--- src/rtl/mem_rw_initiator_if.sv ---
// ============================================================================
// Module   : mem_rw_initiator_if
// Purpose  : Bundles the host command/data channels and the memory R/W target
//            channels seen by mem_rw_initiator. Signal names keep the
//            initiator's point of view (i_* driven toward it, o_* driven by it).
// Modports : master - the initiator (drives o_*, reads i_*)
//            slave  - host logic plus target (drives i_*, reads o_*)
// Revision : 1.0 - initial release
// ============================================================================
`default_nettype none

interface mem_rw_initiator_if;
  // host command channel
  logic       i_cmd_valid;
  logic       o_cmd_ready;
  logic       i_cmd_rw;
  logic [5:0] i_cmd_addr;
  logic [3:0] i_cmd_num_b;
  // host write/read byte channels
  logic [7:0] i_hwr_data;
  logic       i_hwr_valid;
  logic       o_hwr_ready;
  logic [7:0] o_hrd_data;
  logic       o_hrd_valid;
  // completion
  logic       o_cmd_done;
  logic       o_cmd_err;
  logic [2:0] o_cmd_err_code;
  // target write request/data
  logic       o_wr_req;
  logic       i_wr_ack;
  logic [5:0] o_wr_addr;
  logic [3:0] o_wr_num_b;
  logic [7:0] o_wr_data;
  logic       o_wr_valid;
  logic       i_wr_done;
  // target read request/data
  logic       o_rd_req;
  logic       i_rd_ack;
  logic [5:0] o_rd_addr;
  logic [3:0] o_rd_num_b;
  logic [7:0] i_rd_data;
  logic       i_rd_valid;
  logic       o_rd_done;
  // target error report
  logic       i_err;
  logic [2:0] i_err_code;
  logic       o_err_ack;

  modport master (
    input  i_cmd_valid, i_cmd_rw, i_cmd_addr, i_cmd_num_b, i_hwr_data, i_hwr_valid,
           i_wr_ack, i_wr_done, i_rd_ack, i_rd_data, i_rd_valid, i_err, i_err_code,
    output o_cmd_ready, o_hwr_ready, o_hrd_data, o_hrd_valid, o_cmd_done, o_cmd_err,
           o_cmd_err_code, o_wr_req, o_wr_addr, o_wr_num_b, o_wr_data, o_wr_valid,
           o_rd_req, o_rd_addr, o_rd_num_b, o_rd_done, o_err_ack
  );

  modport slave (
    output i_cmd_valid, i_cmd_rw, i_cmd_addr, i_cmd_num_b, i_hwr_data, i_hwr_valid,
           i_wr_ack, i_wr_done, i_rd_ack, i_rd_data, i_rd_valid, i_err, i_err_code,
    input  o_cmd_ready, o_hwr_ready, o_hrd_data, o_hrd_valid, o_cmd_done, o_cmd_err,
           o_cmd_err_code, o_wr_req, o_wr_addr, o_wr_num_b, o_wr_data, o_wr_valid,
           o_rd_req, o_rd_addr, o_rd_num_b, o_rd_done, o_err_ack
  );
endinterface

`default_nettype wire

--- src/rtl/mem_rw_initiator.sv ---
// ============================================================================
// Module   : mem_rw_initiator
// Purpose  : Requester-side master for a byte-wide memory R/W target. Accepts
//            one host command at a time, runs the request/ack handshake and
//            the per-byte data handshakes, and reports completion with the
//            target error code or a local timeout (code 3'b111).
// Ports    : i_clk   - clock, rising edge
//            i_reset - asynchronous active-low reset
//            bus     - mem_rw_initiator_if.master (host + target channels)
// Revision : 1.0 - initial release
// ============================================================================
`default_nettype none

module mem_rw_initiator #(
  parameter int TIMEOUT_CYC = 32
) (
  input  wire logic           i_clk,
  input  wire logic           i_reset,
  mem_rw_initiator_if.master  bus
);

  localparam logic [5:0] TIMER_LAST = 6'(TIMEOUT_CYC - 1);
  localparam logic [2:0] CODE_TIMEOUT = 3'b111;

  typedef enum logic [2:0] {
    S_IDLE = 3'd0, S_WREQ = 3'd1, S_WDAT = 3'd2, S_RREQ = 3'd3,
    S_RDAT = 3'd4, S_ERR  = 3'd5, S_DONE = 3'd6
  } state_t;

  state_t     state_q, state_d;
  logic [3:0] num_b_q, num_b_d;
  logic [3:0] loaded_q, loaded_d;     // host bytes taken into o_wr_data
  logic [3:0] xfer_q, xfer_d;         // bytes sent (write) or received (read)
  logic [5:0] timer_q, timer_d;
  logic [2:0] err_code_q, err_code_d;
  logic       wr_req_q, wr_req_d, wr_valid_q, wr_valid_d;
  logic [5:0] wr_addr_q, wr_addr_d, rd_addr_q, rd_addr_d;
  logic [3:0] wr_num_b_q, wr_num_b_d, rd_num_b_q, rd_num_b_d;
  logic [7:0] wr_data_q, wr_data_d, hrd_data_q, hrd_data_d;
  logic       rd_req_q, rd_req_d, rd_done_q, rd_done_d, hrd_valid_q, hrd_valid_d;
  logic       cmd_done_q, cmd_done_d, cmd_err_q, cmd_err_d, err_ack_q, err_ack_d;
  logic [2:0] cmd_err_code_q, cmd_err_code_d;

  logic w_hwr_ready, w_timeout, w_abort_err, w_abort_to;

  assign w_hwr_ready = (state_q == S_WDAT) && !wr_valid_q && (loaded_q < num_b_q);
  assign w_timeout   = (timer_q == TIMER_LAST);

  always_comb begin
    state_d        = state_q;
    num_b_d        = num_b_q;
    loaded_d       = loaded_q;
    xfer_d         = xfer_q;
    timer_d        = '0;   // any cycle that does not count clears the timer
    err_code_d     = err_code_q;
    wr_req_d       = wr_req_q;
    wr_addr_d      = wr_addr_q;
    wr_num_b_d     = wr_num_b_q;
    wr_data_d      = wr_data_q;
    wr_valid_d     = wr_valid_q;
    rd_req_d       = rd_req_q;
    rd_addr_d      = rd_addr_q;
    rd_num_b_d     = rd_num_b_q;
    rd_done_d      = rd_done_q;
    hrd_data_d     = hrd_data_q;
    hrd_valid_d    = 1'b0;
    cmd_done_d     = 1'b0;
    cmd_err_d      = cmd_err_q;
    cmd_err_code_d = cmd_err_code_q;
    err_ack_d      = err_ack_q;
    w_abort_err    = 1'b0;
    w_abort_to     = 1'b0;

    case (state_q)
      S_IDLE: begin
        if (bus.i_cmd_valid) begin
          num_b_d        = bus.i_cmd_num_b;
          loaded_d       = '0;
          xfer_d         = '0;
          cmd_err_d      = 1'b0;
          cmd_err_code_d = '0;
          if (bus.i_cmd_num_b == 4'd0) begin
            state_d    = S_DONE;
            cmd_done_d = 1'b1;
          end else if (bus.i_cmd_rw) begin
            state_d    = S_WREQ;
            wr_req_d   = 1'b1;
            wr_addr_d  = bus.i_cmd_addr;
            wr_num_b_d = bus.i_cmd_num_b;
          end else begin
            state_d    = S_RREQ;
            rd_req_d   = 1'b1;
            rd_addr_d  = bus.i_cmd_addr;
            rd_num_b_d = bus.i_cmd_num_b;
          end
        end
      end
      S_WREQ: begin
        if (bus.i_err)           w_abort_err = 1'b1;
        else if (bus.i_wr_ack) begin
          wr_req_d = 1'b0;
          state_d  = S_WDAT;
        end
        else if (w_timeout)      w_abort_to = 1'b1;
        else                     timer_d = timer_q + 6'd1;
      end
      S_WDAT: begin
        if (bus.i_err) begin
          w_abort_err = 1'b1;
        end else if (wr_valid_q) begin
          if (bus.i_wr_done) begin
            wr_valid_d = 1'b0;
            xfer_d     = xfer_q + 4'd1;
            if (xfer_q + 4'd1 == num_b_q) begin
              state_d    = S_DONE;
              cmd_done_d = 1'b1;
            end
          end
          else if (w_timeout) w_abort_to = 1'b1;
          else                timer_d = timer_q + 6'd1;
        end else if (bus.i_hwr_valid && w_hwr_ready) begin
          wr_data_d  = bus.i_hwr_data;
          wr_valid_d = 1'b1;
          loaded_d   = loaded_q + 4'd1;
        end
      end
      S_RREQ: begin
        if (bus.i_err)           w_abort_err = 1'b1;
        else if (bus.i_rd_ack) begin
          rd_req_d  = 1'b0;
          rd_done_d = 1'b1;   // held high for the whole data phase
          state_d   = S_RDAT;
        end
        else if (w_timeout)      w_abort_to = 1'b1;
        else                     timer_d = timer_q + 6'd1;
      end
      S_RDAT: begin
        if (bus.i_err) begin
          w_abort_err = 1'b1;
        end else if (bus.i_rd_valid) begin
          hrd_data_d  = bus.i_rd_data;
          hrd_valid_d = 1'b1;
          xfer_d      = xfer_q + 4'd1;
          if (xfer_q + 4'd1 == num_b_q) begin
            rd_done_d  = 1'b0;
            state_d    = S_DONE;
            cmd_done_d = 1'b1;
          end
        end
        else if (w_timeout) w_abort_to = 1'b1;
        else                timer_d = timer_q + 6'd1;
      end
      S_ERR: begin
        if (!bus.i_err) begin
          err_ack_d      = 1'b0;
          state_d        = S_DONE;
          cmd_done_d     = 1'b1;
          cmd_err_d      = 1'b1;
          cmd_err_code_d = err_code_q;
        end
      end
      S_DONE:  state_d = S_IDLE;
      default: state_d = S_IDLE;
    endcase

    // Both abort paths release every target-facing strobe in the same cycle.
    if (w_abort_err || w_abort_to) begin
      wr_req_d   = 1'b0;
      wr_valid_d = 1'b0;
      rd_req_d   = 1'b0;
      rd_done_d  = 1'b0;
    end
    if (w_abort_err) begin
      state_d    = S_ERR;
      err_code_d = bus.i_err_code;
      err_ack_d  = 1'b1;
    end else if (w_abort_to) begin
      state_d        = S_DONE;
      cmd_done_d     = 1'b1;
      cmd_err_d      = 1'b1;
      cmd_err_code_d = CODE_TIMEOUT;
    end
  end

  always_ff @(posedge i_clk or negedge i_reset) begin
    if (!i_reset) begin
      state_q        <= S_IDLE;
      num_b_q        <= '0;
      loaded_q       <= '0;
      xfer_q         <= '0;
      timer_q        <= '0;
      err_code_q     <= '0;
      wr_req_q       <= 1'b0;
      wr_addr_q      <= '0;
      wr_num_b_q     <= '0;
      wr_data_q      <= '0;
      wr_valid_q     <= 1'b0;
      rd_req_q       <= 1'b0;
      rd_addr_q      <= '0;
      rd_num_b_q     <= '0;
      rd_done_q      <= 1'b0;
      hrd_data_q     <= '0;
      hrd_valid_q    <= 1'b0;
      cmd_done_q     <= 1'b0;
      cmd_err_q      <= 1'b0;
      cmd_err_code_q <= '0;
      err_ack_q      <= 1'b0;
    end else begin
      state_q        <= state_d;
      num_b_q        <= num_b_d;
      loaded_q       <= loaded_d;
      xfer_q         <= xfer_d;
      timer_q        <= timer_d;
      err_code_q     <= err_code_d;
      wr_req_q       <= wr_req_d;
      wr_addr_q      <= wr_addr_d;
      wr_num_b_q     <= wr_num_b_d;
      wr_data_q      <= wr_data_d;
      wr_valid_q     <= wr_valid_d;
      rd_req_q       <= rd_req_d;
      rd_addr_q      <= rd_addr_d;
      rd_num_b_q     <= rd_num_b_d;
      rd_done_q      <= rd_done_d;
      hrd_data_q     <= hrd_data_d;
      hrd_valid_q    <= hrd_valid_d;
      cmd_done_q     <= cmd_done_d;
      cmd_err_q      <= cmd_err_d;
      cmd_err_code_q <= cmd_err_code_d;
      err_ack_q      <= err_ack_d;
    end
  end

  assign bus.o_cmd_ready    = (state_q == S_IDLE);
  assign bus.o_hwr_ready    = w_hwr_ready;
  assign bus.o_hrd_data     = hrd_data_q;
  assign bus.o_hrd_valid    = hrd_valid_q;
  assign bus.o_cmd_done     = cmd_done_q;
  assign bus.o_cmd_err      = cmd_err_q;
  assign bus.o_cmd_err_code = cmd_err_code_q;
  assign bus.o_wr_req       = wr_req_q;
  assign bus.o_wr_addr      = wr_addr_q;
  assign bus.o_wr_num_b     = wr_num_b_q;
  assign bus.o_wr_data      = wr_data_q;
  assign bus.o_wr_valid     = wr_valid_q;
  assign bus.o_rd_req       = rd_req_q;
  assign bus.o_rd_addr      = rd_addr_q;
  assign bus.o_rd_num_b     = rd_num_b_q;
  assign bus.o_rd_done      = rd_done_q;
  assign bus.o_err_ack      = err_ack_q;

endmodule

`default_nettype wire

--- src/flat_wrapper.sv ---
// flat-port wrapper written by rule: the top's interface ports become plain ports
module mem_rw_initiator_flat 
#(
  parameter int TIMEOUT_CYC = 32
)
  (i_clk, i_reset, bus_i_cmd_valid, bus_i_cmd_rw, bus_i_cmd_addr, bus_i_cmd_num_b, bus_i_hwr_data, bus_i_hwr_valid, bus_i_wr_ack, bus_i_wr_done, bus_i_rd_ack, bus_i_rd_data, bus_i_rd_valid, bus_i_err, bus_i_err_code, bus_o_cmd_ready, bus_o_hwr_ready, bus_o_hrd_data, bus_o_hrd_valid, bus_o_cmd_done, bus_o_cmd_err, bus_o_cmd_err_code, bus_o_wr_req, bus_o_wr_addr, bus_o_wr_num_b, bus_o_wr_data, bus_o_wr_valid, bus_o_rd_req, bus_o_rd_addr, bus_o_rd_num_b, bus_o_rd_done, bus_o_err_ack);
  mem_rw_initiator_if bus_i ();
  input  wire logic i_clk;
  input  wire logic i_reset;
  input wire logic [$bits(bus_i.i_cmd_valid)-1:0] bus_i_cmd_valid;
  input wire logic [$bits(bus_i.i_cmd_rw)-1:0] bus_i_cmd_rw;
  input wire logic [$bits(bus_i.i_cmd_addr)-1:0] bus_i_cmd_addr;
  input wire logic [$bits(bus_i.i_cmd_num_b)-1:0] bus_i_cmd_num_b;
  input wire logic [$bits(bus_i.i_hwr_data)-1:0] bus_i_hwr_data;
  input wire logic [$bits(bus_i.i_hwr_valid)-1:0] bus_i_hwr_valid;
  input wire logic [$bits(bus_i.i_wr_ack)-1:0] bus_i_wr_ack;
  input wire logic [$bits(bus_i.i_wr_done)-1:0] bus_i_wr_done;
  input wire logic [$bits(bus_i.i_rd_ack)-1:0] bus_i_rd_ack;
  input wire logic [$bits(bus_i.i_rd_data)-1:0] bus_i_rd_data;
  input wire logic [$bits(bus_i.i_rd_valid)-1:0] bus_i_rd_valid;
  input wire logic [$bits(bus_i.i_err)-1:0] bus_i_err;
  input wire logic [$bits(bus_i.i_err_code)-1:0] bus_i_err_code;
  output wire logic [$bits(bus_i.o_cmd_ready)-1:0] bus_o_cmd_ready;
  output wire logic [$bits(bus_i.o_hwr_ready)-1:0] bus_o_hwr_ready;
  output wire logic [$bits(bus_i.o_hrd_data)-1:0] bus_o_hrd_data;
  output wire logic [$bits(bus_i.o_hrd_valid)-1:0] bus_o_hrd_valid;
  output wire logic [$bits(bus_i.o_cmd_done)-1:0] bus_o_cmd_done;
  output wire logic [$bits(bus_i.o_cmd_err)-1:0] bus_o_cmd_err;
  output wire logic [$bits(bus_i.o_cmd_err_code)-1:0] bus_o_cmd_err_code;
  output wire logic [$bits(bus_i.o_wr_req)-1:0] bus_o_wr_req;
  output wire logic [$bits(bus_i.o_wr_addr)-1:0] bus_o_wr_addr;
  output wire logic [$bits(bus_i.o_wr_num_b)-1:0] bus_o_wr_num_b;
  output wire logic [$bits(bus_i.o_wr_data)-1:0] bus_o_wr_data;
  output wire logic [$bits(bus_i.o_wr_valid)-1:0] bus_o_wr_valid;
  output wire logic [$bits(bus_i.o_rd_req)-1:0] bus_o_rd_req;
  output wire logic [$bits(bus_i.o_rd_addr)-1:0] bus_o_rd_addr;
  output wire logic [$bits(bus_i.o_rd_num_b)-1:0] bus_o_rd_num_b;
  output wire logic [$bits(bus_i.o_rd_done)-1:0] bus_o_rd_done;
  output wire logic [$bits(bus_i.o_err_ack)-1:0] bus_o_err_ack;
  assign bus_i.i_cmd_valid = bus_i_cmd_valid;
  assign bus_i.i_cmd_rw = bus_i_cmd_rw;
  assign bus_i.i_cmd_addr = bus_i_cmd_addr;
  assign bus_i.i_cmd_num_b = bus_i_cmd_num_b;
  assign bus_i.i_hwr_data = bus_i_hwr_data;
  assign bus_i.i_hwr_valid = bus_i_hwr_valid;
  assign bus_i.i_wr_ack = bus_i_wr_ack;
  assign bus_i.i_wr_done = bus_i_wr_done;
  assign bus_i.i_rd_ack = bus_i_rd_ack;
  assign bus_i.i_rd_data = bus_i_rd_data;
  assign bus_i.i_rd_valid = bus_i_rd_valid;
  assign bus_i.i_err = bus_i_err;
  assign bus_i.i_err_code = bus_i_err_code;
  assign bus_o_cmd_ready = bus_i.o_cmd_ready;
  assign bus_o_hwr_ready = bus_i.o_hwr_ready;
  assign bus_o_hrd_data = bus_i.o_hrd_data;
  assign bus_o_hrd_valid = bus_i.o_hrd_valid;
  assign bus_o_cmd_done = bus_i.o_cmd_done;
  assign bus_o_cmd_err = bus_i.o_cmd_err;
  assign bus_o_cmd_err_code = bus_i.o_cmd_err_code;
  assign bus_o_wr_req = bus_i.o_wr_req;
  assign bus_o_wr_addr = bus_i.o_wr_addr;
  assign bus_o_wr_num_b = bus_i.o_wr_num_b;
  assign bus_o_wr_data = bus_i.o_wr_data;
  assign bus_o_wr_valid = bus_i.o_wr_valid;
  assign bus_o_rd_req = bus_i.o_rd_req;
  assign bus_o_rd_addr = bus_i.o_rd_addr;
  assign bus_o_rd_num_b = bus_i.o_rd_num_b;
  assign bus_o_rd_done = bus_i.o_rd_done;
  assign bus_o_err_ack = bus_i.o_err_ack;
  mem_rw_initiator #(.TIMEOUT_CYC(TIMEOUT_CYC)) u_core (.i_clk(i_clk), .i_reset(i_reset), .bus(bus_i));
endmodule
--- config.mk ---
export PLATFORM = sky130hd
export DESIGN_NAME = mem_rw_initiator_flat
export DESIGN_NICKNAME = d
export VERILOG_FILES = /design/src/rtl/mem_rw_initiator_if.sv /design/src/rtl/mem_rw_initiator.sv /design/src/flat_wrapper.sv
export SDC_FILE = /design/constraint.sdc
export NUM_CORES = 1
export LEC_CHECK = 0
export CORE_UTILIZATION = 49
export CTS_BUF_LIST = sky130_fd_sc_hd__clkbuf_4 sky130_fd_sc_hd__clkbuf_8 sky130_fd_sc_hd__clkbuf_16
export DETAILED_ROUTE_END_ITERATION = 10
export DONT_BUFFER_PORTS = 1
export PLACE_DENSITY = 0.76
export SLEW_MARGIN = 20
export SYNTH_ARGS = -nofsm -noshare
export SYNTH_HDL_FRONTEND = slang
export SYNTH_SLANG_ARGS = --single-unit
--- constraint.sdc ---
create_clock -name i_clk -period 5.89 [get_ports i_clk]
set_input_delay 0.2945 -clock i_clk [delete_from_list [all_inputs] [get_ports i_clk]]
set_output_delay 0.2945 -clock i_clk [all_outputs]
set_load 0.01 [all_outputs]
**Yosys cells after proc, flatten, opt, wreduce, memory -nomap -nowiden**

Cells that the tools add are included.
W data, S select, Z words.

- Flip-flop bits (word level): 71
- Bits in latches: 0
- RAM bits: 0
- Memory bits (read-only): 0
- Input port bits: 39
- Output and inout bits: 49
- Word-level logic and storage cells: 203
- Memories: 0

- $add $sub $neg: 3
- $mul: 0
- Divide/modulo/power cells: 0
- Magnitude comparators: 1
- Equality and inequality tests: 39
- Shift operators: 0
- Muxes and demuxes: 107
- Bitwise gates (word level): 4
- Reductions and logical operators: 28

Operators by type and width:

| cell | count |
|---|---|
| $mux W6 | 10 |
| $mux W1 | 57 |
| $mux W3 | 19 |
| $ne A4 B2 Y1 const B | 10 |
| $mux W4 | 9 |
| $ne A3 B2 Y1 const B | 9 |
| $pmux W6 S4 | 1 |
| $pmux W3 S6 | 1 |
| $reduce_and A6 Y1 | 3 |
| $ne A2 B2 Y1 const B | 7 |
| $pmux W4 S3 | 1 |
| $reduce_and A4 Y1 | 3 |
| $reduce_bool A3 Y1 | 4 |
| $reduce_and A11 Y1 | 1 |
| $add A4 B1 Y4 const B | 2 |
| $pmux W1 S2 | 4 |
| $pmux W1 S4 | 2 |
| $pmux W4 S2 | 1 |
| $reduce_and A7 Y1 | 1 |
| $add A6 B1 Y6 const B | 1 |
| $eq A3 B2 Y1 const B | 2 |
| $eq A3 B3 Y1 const B | 2 |
| $eq A6 B5 Y1 const B | 1 |
| $ne A2 B1 Y1 const B | 3 |
| other kinds (19) | 28 |

**Depth between registers and ports, before layout**

- Depth after elaboration: 9
- Gate-level depth with buffers: 8

**Least setup slack after synthesis**

OpenSTA, ideal clock, no wires.

- Path type: flip-flop to flip-flop
- Start point: register u_core.loaded_q[1]
- End point: register u_core.wr_data_q[0] (netlist: u_core.bus.o_wr_data[0])
- Library setup time: 0.128 ns
- Arrival: 1.883 ns
- Data required time: 5.762 ns
- Slack: 3.879 ns
- Stages on the path, launching flop included: 7
- Path buffers: 1
- Clock period less this slack: 2.011 ns
- Cells stage by stage: dfrtp_1 > ha_1 > or4_1 > a21oi_2 > o211ai_2 > buf_4 > mux2_1

- Longest elaborated chain between the ends: 4

RTL lines:

| element | RTL line | source |
|---|---|---|
| start, declared | mem_rw_initiator.sv:32 | `logic [3:0] loaded_q, loaded_d;` |
| start signal, assigned | mem_rw_initiator.sv:211 | `loaded_q <= loaded_d;` |
| $lt A4 B4 Y1 | mem_rw_initiator.sv:46 | `assign w_hwr_ready = (state_q == S_WDAT) && !wr_valid_q && (loaded_q < num_b_q);` |
| $logic_and A1 B1 Y1 | mem_rw_initiator.sv:46 |  |
| $logic_and A1 B1 Y1 | mem_rw_initiator.sv:121 | `end else if (bus.i_hwr_valid && w_hwr_ready) begin` |
| $reduce_and A4 Y1 (no source line) | - |  |
| end signal, assigned | mem_rw_initiator.sv:218 | `wr_data_q <= wr_data_d;` |
| end, declared | mem_rw_initiator.sv:39 | `logic [7:0] wr_data_q, wr_data_d, hrd_data_q, hrd_data_d;` |

No other way between the ends.
A chain may end at the register's enable or synchronous reset.

**Worst setup path in the final report**

- Start point: register u_core.state_q[1]
- End point: register u_core.wr_num_b_q[2] (netlist: u_core.bus.o_wr_num_b[2])

- Longest elaborated chain between the ends: 2

RTL lines:

| element | RTL line | source |
|---|---|---|
| start, declared | mem_rw_initiator.sv:30 | `state_t state_q, state_d;` |
| start signal, assigned | mem_rw_initiator.sv:209 | `state_q <= state_d;` |
| $logic_not A3 Y1 | - |  |
| net bus_o_cmd_ready | flat_wrapper.sv:23 | `output wire logic [$bits(bus_i.o_cmd_ready)-1:0] bus_o_cmd_ready;` |
| $reduce_and A4 Y1 (no source line) | - |  |
| end signal, assigned | mem_rw_initiator.sv:217 | `wr_num_b_q <= wr_num_b_d;` |
| end, declared | mem_rw_initiator.sv:38 | `logic [3:0] wr_num_b_q, wr_num_b_d, rd_num_b_q, rd_num_b_d;` |

The timed path passes the listed nets, and every way through them passes these cells.

==> metrics.txt <==
Core Box Area 6495 um2; Nets 335; # diodes 0; area leader, netlist dfrtp_1; clock skew 11.39 ps; Min-Delay Endpoint u_core.bus.o_hrd_data[4]$_DFFE_PN0P_; input/output buffers 0; CTS Buf Count 9; FFs w/ async S/R, synth 1.000; filler instances 546; Fin. Hold Viols 0; syn nets 333; Core Util, Final 0.5610; die area 7191 um2; footprint of the multi-input gates 1469 um2; Detailed Route Iter0 Violations 177; total gr overflow 0; Mapped Area 3359 um2; final period utilization 0.4470; outcome complete, but fails checks; Post-Place Setup Slack 3227 ps; antenna violations before repair 0; maximum root-to-sink buffer count 2; count leader, synth dfrtp_1; global-route wire length before repair 10740 um; Final TNS setup 0 ps; Reg clk slew, reported paths 80 ps; H-tree depth 3; Critical Setup Path Class flip-flop to flip-flop; CTS Sinks 71; clk_lat worst skew 350 ps; Rows 29; R2R Path End u_core.bus.o_wr_num_b[2]$_DFFE_PN0P_; Die Ht 84.80 um; hold path depth 2; Max Cap Viol 0; Initial Util 0.5172; WL per Instance 17.36 um; element type at the critical path end flip-flop; RSZ-0062 raised after global routing false; failing checks design-rule violations; count of final setup violators 0; CTS tree built; Area Growth Syn to Fin 8.454%; global placement routability congestion 0.9192; syn avg cell area 11.66 um2; Root Buffer clkbuf_8; share of layout cells above drive strength 1 0.1661; post-route antenna net violation count 0; Rel. slew slack 0.3347; Die Wd 84.80 um; max-slew violation count 0; DP HPWL 4649 um; Seq/Total Area, Yosys 0.5289; top cell type's share of synthesized area 0.5289; EDFF count, synth 0; cells after synthesis 288; vias in the first global route 2291; Arrival @ worst endpoint 2880 ps; VDD IR-drop max 284.7 uV; Synth top cells by count dfrtp_1, nand2_1, mux2_1, nor2_1, nand3_1; Via density 5.866; Worst setup SP type flip-flop; top cells by area in the synthesized netlist dfrtp_1, mux2_1, mux2_4, nand2_1, mux2_2; CP Max Fanout 19; Routed WL 6458 um; FF-to-FF Start u_core.state_q[1]$_DFFE_PN0P_; Hold Crit Start bus_i_rd_data[4]; via count 2182; FMAX 379.8 MHz; Synth Warn # 0; Most used DFF post-synth dfrtp_1; Total GRT Usage 0.1956; #FFs+latches synth 71; Worst R2R Path Depth 4; I/O pin cnt 88; Hold WC Path Type input pin to flip-flop; largest net degree at the start of global routing 72; worst path required time 6130 ps; min Tclk post-route 2633 ps; DRT Pass-1 Iters 8; slew of the pin with the lowest slew margin 994.2 ps; Pleak 1.677 nW; Synth cell types 59; register area 1777 um2; PD cells 526.8 nW/um2; residual DRC count 11; reg2reg setup slack 3260 ps; setup ws final 3257 ps
==> power breakdown <==
group	leakage [nW]	switching [W]	internal [W]
Sequential	0.896	0.000252	0.000685
Combinational	0.670	0.000252	0.000288
Clock	0.111	0.000198	0.000243
Total	1.68	0.000702	0.00122
==> through the flow <==
stage | std cells | hold WS, ps | total power (W) | instance area, um2
6_report | 372 | 45.92 | 0.001919 | 3643
5_1_grt | 372 | 39.69 | 0.002046 | 3643
4_1_cts | 372 | 28.83 | 0.001941 | 3643
3_5_place_dp | 354 | 0.1798 | 0.001478 | 3379
3_3_place_gp | 354 | 0.07841 | 0.001450 | 3379
2_1_floorplan | 288 | -1.091 | 0.001376 | 3359
==> flip-flops by register name, indices dropped and copies added, names as in the netlist, 4 cells and up <==
register               cells
u_core.bus.o_rd_num_b      4
u_core.bus.o_wr_data       8
u_core.bus.o_wr_addr       6
u_core.bus.o_rd_addr       6
u_core.num_b_q             4
u_core.xfer_q              4
u_core.bus.o_wr_num_b      4
u_core.bus.o_hrd_data      8
u_core.loaded_q            4
u_core.timer_q             6
==> worst max path at each step <==
stage	from	end	slack, ps
2_1_floorplan	u_core.loaded_q[1]$_DFFE_PN0P_	u_core.bus.o_wr_data[0]$_DFFE_PN0P_	3880
3_3_place_gp	u_core.state_q[1]$_DFFE_PN0P_	u_core.bus.o_wr_num_b[2]$_DFFE_PN0P_	3320
3_5_place_dp	u_core.state_q[1]$_DFFE_PN0P_	u_core.bus.o_wr_num_b[2]$_DFFE_PN0P_	3230
4_1_cts	u_core.state_q[1]$_DFFE_PN0P_	u_core.bus.o_wr_num_b[2]$_DFFE_PN0P_	3210
5_1_grt	u_core.state_q[1]$_DFFE_PN0P_	u_core.bus.o_wr_addr[3]$_DFFE_PN0P_	3000
6_report	u_core.state_q[1]$_DFFE_PN0P_	u_core.bus.o_wr_num_b[2]$_DFFE_PN0P_	3260
==> metal layers <==
layer / global-route usage / vias up / part of all wire
met2: 0.3067 / 91 / 0.45
li1: - / 1021 / -
met5: 0 / - / 0
met4: 0.05855 / 0 / 0.0094
met1: 0.2378 / 1062 / 0.43
met3: 0.09833 / 8 / 0.11
==> layout by cell type (no fill, tap or decap), types with 3 or more instances in the layout <==
master and instances:
nor2_1 13, nor3_1 6, dfrtp_1 71, inv_1 9, a22o_1 3, mux2_4 10
nand2_1 40, xnor2_1 5, mux2_1 17, o21ai_0 7, inv_6 3, clkbuf_8 9
ha_1 6, a221o_1 3, xor2_1 5, nand3_1 11, a21oi_1 7, mux2_2 7
nand2b_1 4, and2_1 3, or3_1 4, nor2b_1 3
==> cell type report <==
| class | instances | share of cell area |
|---|---|---|
| Clock inverter | 7 | 0.02816 |
| Timing Repair Buffer | 2 | 0.01030 |
| Inverter | 10 | 0.01030 |
| Tap cell | 77 | 0.02644 |
| Clock buffer | 9 | 0.03400 |
| Multi-Input combinational cell | 196 | 0.4032 |
| Sequential cell | 71 | 0.4876 |
==> critical path, cell delays in order, from the launching register on <==
cell     delay (ps)
dfrtp_1         600
nor3_2          550
nand3_1         170
nor2_1          780
mux2_2          410
==> repair_timing <==
action,in CTS,in global routing
buffers inserted,0,0
endpoints found under the setup margin,0,0
hold buffers,2,0
resized for setup,0,0
hold endpoints to repair,71,0
==> cells by family (layout without fill, tap and decap cells) <==
family          after synthesis  in the layout  share of synthesized area
buf+inv                      21             28                    0.03389
flops                        71             71                     0.5289
simple gates                100            100                     0.1549
compound gates               43             43                    0.09610
mux                          36             36                     0.1311
fa+ha+maj                     6              6                    0.02235
xor+xnor                     11             11                    0.03277
Power figures use the tool's default switching activity.
